$ cat src/rtl/fifo_rd_packer.sv
// Read-side packer: gathers PACK consecutive FIFO words into one wide output word,
// with flush for partial words and a sticky error for unsolicited read data.
module fifo_rd_packer #(
   parameter int WIDTH = 8,
   parameter int PACK  = 4
) (
   input  logic                  rclk,
   input  logic                  rst,
   input  logic                  empty,
   input  logic                  valid,
   input  logic [WIDTH-1:0]      rdata,
   output logic                  ren,
   input  logic                  flush,
   output logic [WIDTH*PACK-1:0] out_data,
   output logic [PACK-1:0]       out_keep,
   output logic                  out_valid,
   input  logic                  out_ready,
   output logic                  err
);

   localparam int CW = $clog2(PACK + 1);
   localparam int SW = CW + 1;
   localparam logic [CW-1:0] PACK_C = CW'(PACK);

   typedef enum logic [1:0] {
      S_IDLE  = 2'd0,
      S_FILL  = 2'd1,
      S_STALL = 2'd2,
      S_FLUSH = 2'd3
   } state_t;

   state_t                state_q, state_d;
   logic [CW-1:0]         cnt_q, cnt_d;
   logic [CW-1:0]         infl_q, infl_d;
   logic [WIDTH*PACK-1:0] acc_q, acc_d;
   logic [WIDTH*PACK-1:0] odata_q, odata_d;
   logic [PACK-1:0]       okeep_q, okeep_d;
   logic                  ovalid_q, ovalid_d;
   logic                  err_q, err_d;

   logic                  take_s;
   logic [CW-1:0]         cnt_w_s;
   logic [CW-1:0]         infl_w_s;
   logic [WIDTH*PACK-1:0] acc_w_s;
   logic                  full_s;
   logic                  out_free_s;
   logic                  move_full_s;
   logic [SW-1:0]         occ_s;
   logic [PACK-1:0]       part_keep_s;
   logic                  ren_s;

   // Datapath: accept read data into the accumulator and derive the read enable.
   // A word completing this cycle and moving out frees its lanes immediately, so
   // reads keep streaming without a bubble.
   always_comb begin
      take_s  = valid && (infl_q != {CW{1'b0}});
      acc_w_s = acc_q;
      for (int i = 0; i < PACK; i++) begin
         if (take_s && (cnt_q == CW'(i))) begin
            acc_w_s[i*WIDTH +: WIDTH] = rdata;
         end else begin
            acc_w_s[i*WIDTH +: WIDTH] = acc_q[i*WIDTH +: WIDTH];
         end
      end
      cnt_w_s     = cnt_q + CW'(take_s);
      full_s      = (cnt_w_s == PACK_C);
      out_free_s  = !ovalid_q || out_ready;
      move_full_s = full_s && out_free_s;
      if (move_full_s) begin
         occ_s = SW'(cnt_q) + SW'(infl_q) - SW'(PACK);
      end else begin
         occ_s = SW'(cnt_q) + SW'(infl_q);
      end
      ren_s = !rst && !empty && (occ_s < SW'(PACK)) &&
              ((state_q == S_IDLE) || (state_q == S_FILL));
      infl_w_s = infl_q + CW'(ren_s) - CW'(take_s);
      for (int i = 0; i < PACK; i++) begin
         part_keep_s[i] = (CW'(i) < cnt_w_s);
      end
   end

   // Next-state and output-register control.
   always_comb begin
      state_d  = state_q;
      cnt_d    = cnt_w_s;
      infl_d   = infl_w_s;
      acc_d    = acc_w_s;
      odata_d  = odata_q;
      okeep_d  = okeep_q;
      ovalid_d = ovalid_q && !out_ready;
      err_d    = err_q || (valid && (infl_q == {CW{1'b0}}));
      case (state_q)
         S_IDLE, S_FILL: begin
            if (full_s) begin
               if (out_free_s) begin
                  odata_d  = acc_w_s;
                  okeep_d  = {PACK{1'b1}};
                  ovalid_d = 1'b1;
                  cnt_d    = {CW{1'b0}};
                  acc_d    = {(WIDTH*PACK){1'b0}};
                  // A flush coinciding with the move targets whatever is still in flight.
                  if (infl_w_s != {CW{1'b0}}) begin
                     state_d = flush ? S_FLUSH : S_FILL;
                  end else begin
                     state_d = S_IDLE;
                  end
               end else begin
                  state_d = flush ? S_FLUSH : S_STALL;
               end
            end else if ((cnt_w_s != {CW{1'b0}}) || (infl_w_s != {CW{1'b0}})) begin
               state_d = flush ? S_FLUSH : S_FILL;
            end else begin
               state_d = S_IDLE;
            end
         end
         S_STALL: begin
            if (out_free_s) begin
               odata_d  = acc_w_s;
               okeep_d  = {PACK{1'b1}};
               ovalid_d = 1'b1;
               cnt_d    = {CW{1'b0}};
               acc_d    = {(WIDTH*PACK){1'b0}};
               state_d  = S_IDLE;
            end else begin
               state_d = flush ? S_FLUSH : S_STALL;
            end
         end
         S_FLUSH: begin
            if ((infl_w_s == {CW{1'b0}}) && out_free_s) begin
               if (cnt_w_s != {CW{1'b0}}) begin
                  odata_d  = acc_w_s;
                  okeep_d  = part_keep_s;
                  ovalid_d = 1'b1;
               end else begin
                  ovalid_d = ovalid_q && !out_ready;
               end
               cnt_d   = {CW{1'b0}};
               acc_d   = {(WIDTH*PACK){1'b0}};
               state_d = S_IDLE;
            end else begin
               state_d = S_FLUSH;
            end
         end
         default: begin
            state_d = S_IDLE;
         end
      endcase
   end

   // State and output registers with synchronous reset.
   always_ff @(posedge rclk) begin
      if (rst) begin
         state_q  <= S_IDLE;
         cnt_q    <= {CW{1'b0}};
         infl_q   <= {CW{1'b0}};
         acc_q    <= {(WIDTH*PACK){1'b0}};
         odata_q  <= {(WIDTH*PACK){1'b0}};
         okeep_q  <= {PACK{1'b0}};
         ovalid_q <= 1'b0;
         err_q    <= 1'b0;
      end else begin
         state_q  <= state_d;
         cnt_q    <= cnt_d;
         infl_q   <= infl_d;
         acc_q    <= acc_d;
         odata_q  <= odata_d;
         okeep_q  <= okeep_d;
         ovalid_q <= ovalid_d;
         err_q    <= err_d;
      end
   end

   assign ren       = ren_s;
   assign out_data  = odata_q;
   assign out_keep  = okeep_q;
   assign out_valid = ovalid_q;
   assign err       = err_q;

endmodule

$ cat config.mk
export PLATFORM = sky130hd
export DESIGN_NAME = fifo_rd_packer
export DESIGN_NICKNAME = d
export VERILOG_FILES = /design/src/rtl/fifo_rd_packer.sv
export SDC_FILE = /design/constraint.sdc
export NUM_CORES = 1
export LEC_CHECK = 0
export BUFFER_PORTS_ARGS = -buffer_cell sky130_fd_sc_hd__buf_4
export CAP_MARGIN = 20
export CORE_MARGIN = 1.5
export CORE_UTILIZATION = 60
export CTS_CLUSTER_DIAMETER = 30
export DETAILED_ROUTE_END_ITERATION = 16
export GPL_TIMING_DRIVEN = 0
export HOLD_SLACK_MARGIN = 0.03
export MAX_ROUTING_LAYER = met4
export PLACE_DENSITY = 0.84
export SLEW_MARGIN = 20
export SYNTH_ARGS = -nofsm -noshare
export SYNTH_HDL_FRONTEND = slang
export SYNTH_SLANG_ARGS = --single-unit
$ cat constraint.sdc
create_clock -name rclk -period 10.8 [get_ports rclk]
set_input_delay 0.54 -clock rclk [delete_from_list [all_inputs] [get_ports rclk]]
set_output_delay 0.54 -clock rclk [all_outputs]
set_load 0.02 [all_outputs]
==> out/qor.txt <==
RR Startpoint - infl_q[2]
setup TNS - 0 ns
Die H - 78.8 um
hold path cells - 2
syn nets - 383
most frequent cells in the layout - dfxtp_1 (78), buf_4 (51), nor2b_1 (35)
Final Max Tran Viols - 0
CP dominant cell by count - ha_1
number of nets in the layout - 445
synthesized flop and latch total - 78
CTS tree - built
Post-Syn Instances - 362
initial antenna violation count - 0
Crit Path Class - reg -> reg
largest net degree at the start of global routing - 13
final core utilization - 74.4%
drt first pass iters - 5
cell row count - 27
fillers - 437
critical path arrival - 5.43 ns
Hold Vio Cnt, Final - 0
share of cells above drive strength 1 - 20.5%
chip width - 78.8 um
min Tclk post-route - 5.17 ns
max incr delay on CP - 0.54 ns
CP Max Fanout - 10
Worst path top cell family by delay - simple AND/OR/NAND/NOR gates
commonest non-fill, non-tap cell in the layout - dfxtp_1
Slowest-stage cell, CP - or4_1
HP Class - reg -> reg
Worst slew margin - 44.9%
hold-fix buffers at CTS - 0
largest cells by area after synthesis - dfxtp_1 (45%), nor2b_1 (6.3%), mux2i_1 (6.1%), o41ai_1 (5.1%), o31ai_1 (4.8%)
Max Cap Violations - 0
run status - finished clean
fmax - 0.193 GHz
die footprint - 6210 um^2
Post-synth ARST share - 0%
PostCTS Resize Cnt - 0
CP Launch Type - flip-flop
Hold Path End - out_keep[0]
R2R setup slack - 5.63 ns
area leader, netlist - dfxtp_1
min-delay src - out_keep[0]
worst skew pair latency - 0.36 ns
PD cells - 227 nW/um^2
Via-to-Cell Ratio - 5.98
top-area cell type share of the netlist area - 45.3%
Port Buf Inserts - 51
wire per inst - 16.9 um
crit path cell chain - or3_1 -> clkbuf_1 -> clkbuf_1 -> and2_1 -> ha_1 -> ha_1 -> nor2_1 -> nand3_1 -> xnor2_1 -> o211a_1 -> ha_1 -> fa_1 -> nor2_1 -> a21oi_2 -> or4_1 -> buf_6 -> buf_6 -> mux2_4
number of library cell types mapped by synthesis - 42
root buffer cell - clkbuf_8
H-tree level count - 3
# DRC - 0
# IOs - 53
number of buffers created by CTS - 9
Post-CTS Setup Bufs - 0
main flop type after synthesis - dfxtp_1
Core Footprint - 5540 um^2
Mapped Area - 3450 um^2
final worst-path cycle share - 47.9%
maximum VDD drop - 0.000110 V
WP buf/inv - 4
DRT iter0 DRCs - 138
P_leak - 1.69 nW
first-pass GRT wire length - 13.5 mm
total gr overflow - 0
vias in the first global route - 2752
CTS Sinks - 78
overall routing resource usage - 29.1%
FF-to-FF End - out_data[10]
Initial Util - 62.3%
clock buffer depth - 2
number of flops mapped to enable cells by yosys - 0
Area Overhead vs Synth - 19.5%
Worst EP required - 11.06 ns
final setup violation count - 0
sequential share of the synthesized area - 45.3%
Routed WL - 8.49 mm
reg2reg path depth - 18
RSZ-0062 raised after global routing - no
Power, Total - 0.938 mW
Vias - 2996
n_diodes - 0
synth warn - 0
Crit. End Element - flip-flop
HPWL after detailed placement - 5.90 mm
antenna-violating nets left - 0
gpl congestion - 0.856
Clk pin slew, worst setup/hold paths - 0.08 ns
synthesized area per cell - 9.53 um^2
worst slew pin tran - 0.815 ns
skew final - 0.00774 ns
-- flip-flops by register name (all words and copies together), names as in the netlist --
name / count
cnt_q: 3
out_valid: 1
acc_q: 32
out_data: 32
infl_q: 3
out_keep: 4
state_q: 2
err: 1
-- Yosys cell counts, types with 3 or more instances --
cell      count
dfxtp_1      78
nor2b_1      35
a21oi_1      28
nor2_1       28
clkbuf_1     26
o31ai_1      22
mux2i_1      21
o41ai_1      20
nand3_1      14
o21ai_0      14
inv_1        11
nand2_1       8
ha_1          6
mux2_2        6
mux2_4        6
nor3_1        5
a221oi_1      3
-- area by class of cell --
type | instances | area (um^2) | area share [%]
buffer | 30 | 130 | 3.16
clock buffer | 12 | 155 | 3.76
clock inverter | 4 | 45.0 | 1.09
inverter | 11 | 41.3 | 1.00
multi-input combinational | 243 | 1720 | 41.6
sequential | 78 | 1560 | 37.9
tap | 72 | 90.1 | 2.19
timing repair buffer | 51 | 383 | 9.29
-- worst min-delay path: cells and delay by family, from the launching register on --
kind / cells / cell delay (ns)
buffers and inverters: 1 / 0.05
AOI/OAI and AO/OA: 1 / 0.05
DFF: 1 / 0.32
-- worst max path at each step --
stage,cells after the start,slack (ns),startpoint,to
after global routing,17,5.21,infl_q[1],acc_q[1]
after CTS,17,5.64,infl_q[2],acc_q[16]
after global placement,18,5.79,infl_q[2],out_data[15]
after floorplan,18,6.14,infl_q[1],out_data[10]
final,18,5.63,infl_q[2],out_data[10]
after detailed placement,17,5.69,infl_q[2],acc_q[16]
-- routing by layer --
layer | track usage (%) | up-vias | wire [um]
li1 | - | 1439 | -
met1 | 36.0 | 1432 | 3780
met3 | 5.86 | 15 | 442
met2 | 46.5 | 110 | 4110
met5 | - | - | 0
met4 | 12.6 | 0 | 162
-- power by group --
part	switching (mW)	internal [mW]
combinational	0.247	0.124
sequential	0.0206	0.321
clock	0.107	0.118
total	0.375	0.563
-- stage by stage --
step	hold WS (ns)	setup WS [ns]	instances	area, um^2
global placement	0.435	5.79	485	3920
CTS	0.468	5.64	501	4120
detailed placement	0.456	5.69	485	3920
finish	0.463	5.63	501	4120
floorplan	0.457	6.14	362	3450
global route	0.484	5.21	501	4120
-- logic make-up (layout without fill, tap and decap cells) --
logic type / Yosys count / count (layout) / synth area share (%)
xor+xnor: 3 / 3 / 1.45
mux: 33 / 33 / 10.7
fa+ha+maj: 7 / 7 / 2.76
simple gates: 105 / 105 / 16.3
compound gates: 95 / 95 / 18.6
flops: 78 / 78 / 45.3
buf+inv: 41 / 108 / 4.97
Power figures use the tool's default switching activity.
